==> config.mk <==
export PLATFORM = sky130hd
export DESIGN_NAME = irq_req_ack_ctrl
export DESIGN_NICKNAME = d
export VERILOG_FILES = /design/src/rtl/irq_req_ack_ctrl.sv
export SDC_FILE = /design/constraint.sdc
export NUM_CORES = 1
export LEC_CHECK = 0
export ABC_AREA = 1
export BUFFER_PORTS_ARGS = -buffer_cell sky130_fd_sc_hd__buf_2
export CORE_MARGIN = 3
export CORE_UTILIZATION = 41
export CTS_CLUSTER_DIAMETER = 30
export DETAILED_ROUTE_END_ITERATION = 10
export GPL_TIMING_DRIVEN = 0
export PLACE_DENSITY = 0.75
export RECOVER_POWER = 50
export SETUP_SLACK_MARGIN = 0.2
export SYNTH_ARGS = -nofsm -noshare
export SYNTH_HDL_FRONTEND = slang
export SYNTH_SLANG_ARGS = --single-unit
==> constraint.sdc <==
create_clock -name clk_i -period 4.3 [get_ports clk_i]
set_input_delay 0.215 -clock clk_i [delete_from_list [all_inputs] [get_ports clk_i]]
set_output_delay 0.215 -clock clk_i [all_outputs]
set_load 0.05 [all_outputs]
==> src/rtl/irq_req_ack_ctrl.sv <==
// Interrupt pending buffer with a REQ/ACK handshake towards the core.
// Pending lines are latched, masked for the external id arbiter, and offered one at a time.
module irq_req_ack_ctrl #(
    parameter int NUM_IRQ = 64
) (
    input  logic        clk_i,
    input  logic        rst_i,
    input  logic [63:0] event_set_i,
    input  logic [63:0] clear_i,
    input  logic [63:0] irq_mask_i,
    output logic [63:0] buffer_status_o,
    input  logic [7:0]  irq_id_i,
    output logic        irq_req_o,
    output logic [7:0]  irq_id_o,
    input  logic        irq_ack_i,
    input  logic [7:0]  irq_ack_id_i,
    output logic        ack_err_o
);

    typedef enum logic [1:0] {
        ST_IDLE,
        ST_REQ,
        ST_GAP
    } state_e;

    localparam logic [7:0] ID_LIMIT = 8'(NUM_IRQ);
    localparam logic [7:0] ID_NONE  = 8'hFF;

    state_e      state_q, state_d;
    logic [63:0] pend_q, pend_d;
    logic [7:0]  irq_id_q, irq_id_d;
    logic        ack_err_q, ack_err_d;
    logic [63:0] impl_mask;
    logic [63:0] ack_clr_vec;

    // Lines at or above NUM_IRQ are never stored.
    for (genvar gi = 0; gi < 64; gi++) begin : g_impl
        assign impl_mask[gi] = (gi < NUM_IRQ) ? 1'b1 : 1'b0;
    end

    always_comb begin
        ack_clr_vec = '0;
        if (irq_ack_i && (state_q == ST_REQ) && (irq_ack_id_i < ID_LIMIT)) begin
            ack_clr_vec[irq_ack_id_i[5:0]] = 1'b1;
        end
    end

    // Set is OR-ed in last so it wins over any clear of the same bit.
    assign pend_d = ((pend_q & ~(clear_i | ack_clr_vec)) | event_set_i) & impl_mask;

    assign ack_err_d = irq_ack_i && ((state_q != ST_REQ) || (irq_ack_id_i != irq_id_q));

    always_comb begin
        state_d  = state_q;
        irq_id_d = irq_id_q;
        unique case (state_q)
            ST_IDLE: begin
                if (irq_id_i < ID_LIMIT) begin
                    state_d  = ST_REQ;
                    irq_id_d = irq_id_i;
                end
            end
            ST_REQ: begin
                // Acknowledge takes precedence over a same-cycle software withdrawal.
                if (irq_ack_i) begin
                    state_d  = ST_GAP;
                    irq_id_d = ID_NONE;
                end else if (!pend_d[irq_id_q[5:0]]) begin
                    state_d  = ST_IDLE;
                    irq_id_d = ID_NONE;
                end
            end
            ST_GAP: begin
                state_d  = ST_IDLE;
                irq_id_d = ID_NONE;
            end
            default: begin
                state_d  = ST_IDLE;
                irq_id_d = ID_NONE;
            end
        endcase
    end

    always_ff @(posedge clk_i or posedge rst_i) begin
        if (rst_i) begin
            state_q   <= ST_IDLE;
            pend_q    <= '0;
            irq_id_q  <= ID_NONE;
            ack_err_q <= 1'b0;
        end else begin
            state_q   <= state_d;
            pend_q    <= pend_d;
            irq_id_q  <= irq_id_d;
            ack_err_q <= ack_err_d;
        end
    end

    assign buffer_status_o = pend_q & irq_mask_i;
    assign irq_req_o       = (state_q == ST_REQ);
    assign irq_id_o        = irq_id_q;
    assign ack_err_o       = ack_err_q;

endmodule

Word-level counts from Yosys, hierarchy flattened
Cells that the tools add are included.
W data, S select, Z words.
{"block": "op_classes", "add_sub_neg": 0, "n_mul": 0, "n_div": 0, "order_cmp": 5, "n_eq_ne": 5, "shifts": 0, "n_mux": 13, "bitwise": 5, "n_reduce_logical": 7}
{"operator": "$and A64 B64 Y64", "n": 2}
{"operator": "$or A64 B64 Y64", "n": 2}
{"operator": "$mux W64", "n": 1}
{"operator": "$not A64 Y64", "n": 1}
{"operator": "$mux W8", "n": 3}
{"operator": "$lt A8 B7 Y1 const B", "n": 2}
{"operator": "$pmux W8 S2", "n": 1}
{"operator": "$lt A6 B7 Y1 const B", "n": 2}
{"operator": "$ne A8 B8 Y1", "n": 1}
{"operator": "$bmux W1 S6", "n": 1}
{"operator": "$demux W1 S6", "n": 1}
{"operator": "$ge A6 B1 Y1 const B", "n": 1}
{"operator": "$mux W2", "n": 3}
{"operator": "$logic_and A1 B1 Y1", "n": 4}
{"operator": "$pmux W2 S2", "n": 1}
{"operator": "$ne A3 B3 Y1 const B", "n": 1}
{"operator": "$eq A2 B1 Y1 const B", "n": 1}
{"operator": "$logic_not A2 Y1", "n": 1}
{"operator": "$mux W1", "n": 2}
{"operator": "$ne A2 B1 Y1 const B", "n": 1}
{"operator": "$ne A2 B2 Y1 const B", "n": 1}
{"operator": "$reduce_and A2 Y1", "n": 1}
{"operator": "$logic_or A1 B1 Y1", "n": 1}
{"block": "totals", "regBits": 75, "latchBits": 0, "ramBits": 0, "romBits": 0, "input_bits": 211, "output_inout_bits": 74, "memories": 0}

Logic depth before layout (Yosys ltp)
Gate-level depths: netlist of run 1.
{"block": "logic_depth", "ltp_word": 14, "depth_mapped": 17, "ltp_nobuf": 16}

Least setup slack after synthesis of run 1
OpenSTA, ideal clock, no wires.
{"block": "synth_path", "path_kind": "reg-to-reg", "start": "reg irq_id_q[0] (netlist: irq_id_o[0])", "end": "reg irq_id_q[3] (netlist: irq_id_o[3])", "t_arrival_ps": 2029, "required_time_ps": 4238, "slack_ps": 2209, "path_stages_with_launch": 15, "n_path_buf": 2, "period_less_slack_ps": 2091, "path_cell_list": "dfstp_2 -> buf_2 -> inv_1 -> buf_1 -> nand3_1 -> nand3_1 -> nand2_1 -> nand2_1 -> nand3_1 -> nand3_1 -> nand3_1 -> nand3_4 -> nand2_4 -> nand2_1 -> nand2_1"}
{"block": "synth_between", "elab_chain_len": 4}
{"item": "from (decl)", "line": "31", "text": "logic [7:0] irq_id_q, irq_id_d;"}
{"item": "from (signal assigned)", "line": "93", "text": "irq_id_q <= irq_id_d;"}
{"item": "$bmux W1 S6", "line": "68", "text": "end else if (!pend_d[irq_id_q[5:0]]) begin"}
{"item": "$mux W1 (not written as such)", "line": "68"}
{"item": "$ne A3 B3 Y1 (no line)"}
{"item": "$reduce_and A2 Y1 (no line)"}
Every way passes these cells. The select of a mux whose other input is x is not followed.
A chain may end at the register's enable or synchronous reset.

Worst setup path in the final report of run 1
{"block": "layout_path", "start": "reg state_q[1]", "end": "reg irq_id_q[6] (netlist: irq_id_o[6])"}
{"block": "layout_between", "elab_chain_len": 12, "elab_cells_between_ends": 15, "classes_between": "3 x eq/ne; 4 x mux; 4 x bitwise; 4 x reduce/logical"}
{"item": "from (decl)", "line": "29", "text": "state_e state_q, state_d;"}
{"item": "from (signal assigned)", "line": "91", "text": "state_q <= state_d;"}
{"item": "$eq A2 B1 Y1", "line": "43", "text": "if (irq_ack_i && (state_q == ST_REQ) && (irq_ack_id_i < ID_LIMIT)) begin"}
{"item": "$logic_and A1 B1 Y1 (2 in a row)", "line": "43"}
{"item": "$mux W64", "line": "43"}
{"item": "$or A64 B64 Y64", "line": "49", "text": "assign pend_d = ((pend_q & ~(clear_i | ack_clr_vec)) | event_set_i) & impl_mask;"}
{"item": "$not A64 Y64", "line": "49"}
{"item": "$and A64 B64 Y64", "line": "49"}
{"item": "$or A64 B64 Y64", "line": "49"}
{"item": "named net pend_d[57]", "line": "30", "text": "logic [63:0] pend_q, pend_d;"}
{"item": "$bmux W1 S6", "line": "68"}
{"item": "$mux W1 (not written as such)", "line": "68"}
{"item": "$ne A3 B3 Y1 (no line)"}
{"item": "$reduce_and A2 Y1 (no line)"}
The timed path passes the listed nets, and every way through them passes these cells. The select of a mux whose other input is x is not followed.

==> results.toml, run 1 <==
[status]
outcome = "finished with violations"
failed_checks = "max-capacitance violations, max-slew violations"

[cts]
htree_levels = 3
cts_sinks = 75
cts_setup_buffers = 0
cts-buffers-inserted = 9
cts_tree = "yes"
cts_resized = 0
insertion_delay_ns = 0.33
clk_path_buf_depth = 2
clockRootBuffer = "clkbuf_16"
clk_pin_slew_worst_paths_ns = 0.06
postCtsHoldBufs = 1

[sta]
skew_ns = 0.00810
tns_ns = 0
setup_viol = 0
fmax_ghz = 0.342
hold_viol = 0
rsz0062_at_grt = "no"
period_needed_ns = 2.92
worst_pin_slew_ns = 1.70
slew_violations = 37
max_slew_margin_pct = -13.9
fin_crit_sh_pct = 68.0

[logic_synthesis]
ys_top_cells_by_count = "nand2_1 (270), inv_1 (225), nand3_1 (161), nor2_1 (84), dfrtp_1 (67)"
synth.net_count = 1069
avgSynthCellArea_um2 = 6.07
ys_seq_area_share_pct = 36.2
async_flop_share_pct = 100
syn-instance-count = 858
yosysMostFrequentCell = "nand2_1"
synth_top_area_share_pct = 32.2
syn_area_mm2 = 0.00521
synth.ff_latch_count = 75
synth-edff-count = 0
ys.flop_type = "dfrtp_1"
netlist.top_cell.by_area = "dfrtp_1"
ys_types = 27
synth_area_leaders = "dfrtp_1 (32%), nand2_1 (19%), inv_1 (16%)"
yosys_warnings = 0

[worst_setup_path]
reg2reg_to = "irq_id_o[6]"
critical_path_required_ns = 4.56
r2r-start = "state_q[1]"
worstRegToRegCells = 17
crit_type = "flip-flop to flip-flop"
cp-end-kind = "flip-flop"
worstPathMaxFanout = 10
arrival_ns = 3.18
worst-r2r-setup-slack_ns = 1.38
worstSetupStartpointType = "flip-flop"

[placement]
portBuffers = 284
place.gp.congestion = 0.869
dp_hpwl_um = 14900
placed_area_mm2 = 0.00686

[detailed_routing]
finalWirelength_um = 19000
top_layer = "met4"
wl_met3_um = 1930
viasPerCell = 4.65
drc = 0
vias = 6170
met2_length_um = 9080
dr.pass1.iters = 5
wl_per_cell_um = 14.3
first_iter_violations = 517
ant_nets = 0
met1Wirelength_um = 7620

[floorplanning]
initial_core_util_pct = 42.6
core_mm2 = 0.0122
die_x_um = 119
die_area_mm2 = 0.0141
io_pins = 285
die_h_um = 119
rows = 40

[worst_hold_path]
hold_path_depth = 3
min-delay-start = "event_set_i[19]"
worstHoldEndpoint = "pend_q[19]"
hold_path.class = "input pin to flip-flop"

[grt]
grt_pass1_wl_um = 29200
grt_use_total_pct = 26.2
grt_max_degree = 40
overflow = 0
antenna_found_initial = 0
grt_pass1_vias = 5853

[layout]
syn2layout_area_growth_pct = 36.9
diodes = 0
multi_input_area_mm2 = 0.00231
num-nets-final = 1366
final_layout_size_suffix_gt1_share_pct = 25.9
nFillCells = 1289
fin_area_mm2 = 0.00713
regArea_mm2 = 0.00189

[power_and_ir_drop]
netSwitchingPower_mw = 1.46
p_int_mw = 1.82
p_per_area_mw_per_mm2 = 460
combPwrFrac_pct = 47.2
p_clk_share_pct = 25.1
max-vdd-ir-drop_uv = 566
leakagePower_nw = 4.68
seqPwrFrac_pct = 27.8
sw_frac_of_total_pct = 44.5

[run]
cap_violations = 1
==> area by class of cell <==
cell class              instances  area share (%)
plain buffers                  17            1.91
clock buffers                  12            3.46
clock inverters                 4            1.04
inverters                     226            11.9
multi-input cells             540            32.5
flip-flops and latches         75            26.5
well taps                     168            2.95
repair buffers                286            19.8
==> how the worst max path moves through the flow <==
stage / from / cells past startpoint / to / slack, ns
global placement: rst_i / 2 / pend_q[3] / 1.16
CTS: irq_id_o[0] / 13 / irq_id_o[6] / 1.82
floorplan: rst_i / 1 / ack_err_o / 2.19
global route: state_q[1] / 17 / irq_id_o[1] / 1.12
detailed placement: irq_id_o[1] / 11 / irq_id_o[6] / 1.83
finish: state_q[1] / 17 / irq_id_o[6] / 1.38
==> per-stage QoR <==
| stage | worst slack [ns] | total power [mW] | cells | utilization (%) | hold slack [ns] |
|---|---|---|---|---|---|
| finish | 1.38 | 3.28 | 1328 | 58.4 | 0.0762 |
| CTS | 1.82 | 3.30 | 1328 | 58.9 | 0.0702 |
| global route | 1.12 | 3.48 | 1328 | 58.4 | 0.0834 |
| floorplan | 2.19 | 1.98 | 858 | - | 0.326 |
| detailed placement | 1.83 | 2.47 | 1311 | 56.2 | 0.280 |
| global placement | 1.16 | 2.46 | 1310 | 56.0 | 0.412 |
==> worst max-delay path: stages (launching register included) <==
cell     delay [ns]
dfrtp_1        0.39
inv_1          0.06
nand3_1        0.09
nor2_1         0.75
buf_6          0.25
nand3_1        0.11
nand2_1        0.08
nand2_1        0.07
nand2_1        0.06
nand3_1        0.10
nand3_1        0.09
nand3_1        0.14
nand3_1        0.15
nand3_1        0.12
nand3_4        0.14
nand2_4        0.09
nand2_1        0.09
nand2_1        0.05
==> cell families (layout without fill, tap and decap cells) <==
| logic type | after synthesis | in the layout | synth area share (%) |
|---|---|---|---|
| flops | 75 | 75 | 36.2 |
| compound gates | 9 | 9 | 1.15 |
| xor+xnor | 3 | 3 | 0.505 |
| buf+inv | 243 | 545 | 18.9 |
| simple gates | 528 | 528 | 43.2 |
==> per-layer routing <==
layer | vias to the layer above | GRT usage, %
met5 | - | 0
met4 | 0 | 6.88
met3 | 26 | 5.26
met2 | 303 | 45.0
met1 | 2718 | 33.7
li1 | 3123 | -
==> cells in the final DEF, fill, tap and decap left out, types with 2 or more instances in the layout <==
cell type	count
nand2_1	270
buf_2	256
inv_1	224
nand3_1	162
nor2_1	85
dfrtp_1	67
clkbuf_1	36
clkbuf_16	9
dfstp_2	8
buf_6	7
or2_2	6
nand2_2	3
a21oi_1	2
xnor2_1	2
o22ai_1	2
a221oi_1	2
buf_1	2
clkbuf_8	2
bufinv_16	2
==> power by group through the flow <==
stage | Sequential, mW | Combinational, mW | Clock [mW]
6_report | 0.911 | 1.55 | 0.822
3_5_place_dp | 0.923 | 1.55 | 0
4_1_cts | 0.912 | 1.56 | 0.835
5_1_grt | 0.925 | 1.69 | 0.856
2_1_floorplan | 1.04 | 0.945 | 0
3_3_place_gp | 0.920 | 1.54 | 0
==> registers in the layout, summed over array words and instances (netlist names) <==
name and count:
ack_err_o 1, irq_id_o 8, state_q 2, pend_q 64
(Power assumes the default switching activity.)
==> inputs of run 2 (changes only) <==
--- a/config.mk
+++ b/config.mk
@@ -5,14 +5,14 @@
 export SDC_FILE = /design/constraint.sdc
 export NUM_CORES = 1
 export LEC_CHECK = 0
-export ABC_AREA = 1
+export ABC_AREA = 0
 export BUFFER_PORTS_ARGS = -buffer_cell sky130_fd_sc_hd__buf_2
 export CORE_MARGIN = 3
 export CORE_UTILIZATION = 41
 export CTS_CLUSTER_DIAMETER = 30
 export DETAILED_ROUTE_END_ITERATION = 10
 export GPL_TIMING_DRIVEN = 0
-export PLACE_DENSITY = 0.75
+export PLACE_DENSITY = 0.76
 export RECOVER_POWER = 50
 export SETUP_SLACK_MARGIN = 0.2
 export SYNTH_ARGS = -nofsm -noshare
==> constraint.sdc (replaced) <==
create_clock -name clk_i -period 2.5 [get_ports clk_i]
set_input_delay 0.125 -clock clk_i [delete_from_list [all_inputs] [get_ports clk_i]]
set_output_delay 0.125 -clock clk_i [all_outputs]
set_load 0.05 [all_outputs]
==> results.toml, run 2 <==
[status]
outcome = "finished with violations"
failed_checks = "max-capacitance violations, max-slew violations, negative setup slack"

[grt]
met3_usage_pct = 6.31
grt_max_degree = 41
grt_pass1_vias = 6579
met2_usage_pct = 50.3
antenna_found_initial = 1
grt_pass1_wl_um = 35200
grt_use_met1_pct = 40.4
overflow = 0
grt_use_total_pct = 30.7
busiest_layer = "met2"

[run]
cap_violations = 1

[logic_synthesis]
ys_top_cells_by_count = "and2_1 (70), dfrtp_1 (67), nand2_1 (48), nor2b_1 (42), nand2b_1 (35)"
yosysMostFrequentCell = "and2_1"
ys_types = 80
syn_area_mm2 = 0.00554
synth.net_count = 868
async_flop_share_pct = 100
synth.ff_latch_count = 75
avgSynthCellArea_um2 = 8.43
netlist.top_cell.by_area = "dfrtp_1"
synth_top_area_share_pct = 30.3
synth_area_leaders = "dfrtp_1 (30%), and2_1 (7.9%), nor2b_1 (4.7%)"
syn-instance-count = 657
ys.flop_type = "dfrtp_1"
synth-edff-count = 0
ys_seq_area_share_pct = 34.0
yosys_warnings = 0

[sta]
holdWs_ns = 0.00359
fin_crit_sh_pct = 107
fmax_ghz = 0.374
setup_viol = 9
hold_viol = 0
rsz0062_at_grt = "yes"
slew_violations = 37
max_slew_margin_pct = -7.20
worst_pin_slew_ns = 1.60
period_needed_ns = 2.67
skew_ns = 0.00885
worst_slack_ns = -0.170

[floorplanning]
die_h_um = 122
core_mm2 = 0.0129
die_area_mm2 = 0.0149
die_x_um = 122
initial_core_util_pct = 42.9
rows = 41
io_pins = 285

[power_and_ir_drop]
max-vdd-ir-drop_uv = 499
sw_frac_of_total_pct = 41.9
combPwrFrac_pct = 48.3
netSwitchingPower_mw = 2.30
seqPwrFrac_pct = 27.6
p_clk_share_pct = 24.1
leakagePower_nw = 3.79
p_per_area_mw_per_mm2 = 667
p_int_mw = 3.19

[worst_setup_path]
worstSetupStartpointType = "flip-flop"
crit_type = "flip-flop to flip-flop"
critical_path_required_ns = 2.78
worstPathMaxFanout = 8
cp-end-kind = "flip-flop"
arrival_ns = 2.95
startpoint = "irq_id_o[0]"
r2r-start = "irq_id_o[0]"

[cts]
cts_tree = "yes"
htree_levels = 3
clockRootBuffer = "clkbuf_16"
cts-buffers-inserted = 9
cts_sinks = 75
clk_pin_slew_worst_paths_ns = 0.06
clk_path_buf_depth = 2
insertion_delay_ns = 0.35

[detailed_routing]
vias = 6637
viasPerCell = 5.61
finalWirelength_um = 23800
dr.pass1.iters = 8
wl_per_cell_um = 20.1
first_iter_violations = 658
drc = 0
ant_nets = 0

[placement]
dp_hpwl_um = 17800
portBuffers = 282
placed_area_mm2 = 0.00724
place.gp.congestion = 0.915

[layout]
final_layout_size_suffix_gt1_share_pct = 38.5
fin_util_pct = 63.7
fin_area_mm2 = 0.00823
top_register = "pend_q"
layout_common_cells = "buf_2 (262), and2_1 (70), dfrtp_1 (67)"
nFillCells = 1176
largest_register_ffs = 64
num-nets-final = 1216
final_common_cell = "buf_2"
syn2layout_area_growth_pct = 48.6

[worst_hold_path]
hold_path.class = "input pin to flip-flop"
min-delay-start = "event_set_i[54]"
[run 2: cell type report]
type / count / area, µm² / area share (%)
Antenna cell: 1 / 2.50 / 0.0304
Multi-Input combinational cell: 513 / 3510 / 42.6
Buffer: 33 / 277 / 3.36
Inverter: 36 / 145 / 1.76
Sequential cell: 75 / 1890 / 22.9
Clock inverter: 5 / 52.6 / 0.638
Timing Repair Buffer: 337 / 1910 / 23.2
Clock buffer: 11 / 243 / 2.95
Tap cell: 172 / 215 / 2.61
[run 2: cell families after synthesis]
logic type                count (synthesis)  share of synthesized area, %
muxes                                     9                          1.74
DFF                                      75                          34.0
xor gates and xnor gates                  8                          1.26
buffers and inverters                    70                          5.28
and+or+nand+nor                         325                          34.5
AOI/OAI and AO/OA                       170                          23.1
[run 2: per-stage QoR]
stage / setup TNS, ns / setup WS [ns] / instances / power, mW
after floorplan: -0.612 / -0.0784 / 657 / 3.04
after global placement: -44.71 / -0.927 / 1111 / 3.78
after detailed placement: -7.82 / -0.875 / 1113 / 3.80
after CTS: -0.874 / -0.124 / 1180 / 5.38
after global routing: -1.85 / -0.261 / 1183 / 5.71
final: -1.22 / -0.170 / 1183 / 5.49
[run 2: power by group through the flow]
stage               clock, mW  combinational [mW]  sequential [mW]
floorplan                   0                1.41             1.64
global placement            0                2.28             1.50
detailed placement          0                2.29             1.51
CTS                      1.33                2.54             1.51
global route             1.38                2.81             1.52
finish                   1.32                2.65             1.52
[run 2: final timing paths]
path / endpoint / slack (ns) / depth (start not counted)
min reg2reg: irq_id_o[6] / 0.48 / 2
max in group asynchronous: pend_q[51] / 0.50 / 4
min in group asynchronous: pend_q[20] / 0.70 / 3
min: pend_q[54] / 0.004 / 2
max reg2reg: irq_id_o[7] / -0.17 / 12
max: irq_id_o[7] / -0.17 / 12
[run 2: critical path, stage by stage (launching register included)]
cell and delay [ns]:
dfstp_2 0.55, buf_8 0.16, buf_12 0.15, nor2_2 0.04, a32o_1 0.20, a2111oi_2 0.32, a21oi_1 0.07, o311a_1 0.34
a211oi_2 0.22, buf_4 0.17, buf_4 0.11, a311oi_2 0.09, o2bb2ai_1 0.16
[run 2: layer usage]
metal / vias up / part of all wire [%]
li1: 3051 / -
met1: 3149 / 41
met2: 381 / 47
met3: 56 / 9.6
met4: 0 / 2.7
met5: - / 0
[run 2: timing repair]
item	in CTS	in global routing
hold buffers	39	0
gates resized for setup	47	13
setup buffers	12	2
pin swaps	11	12
endpoints found under the setup margin	15	10
hold endpoints to repair	73	0
gates cloned	1	0
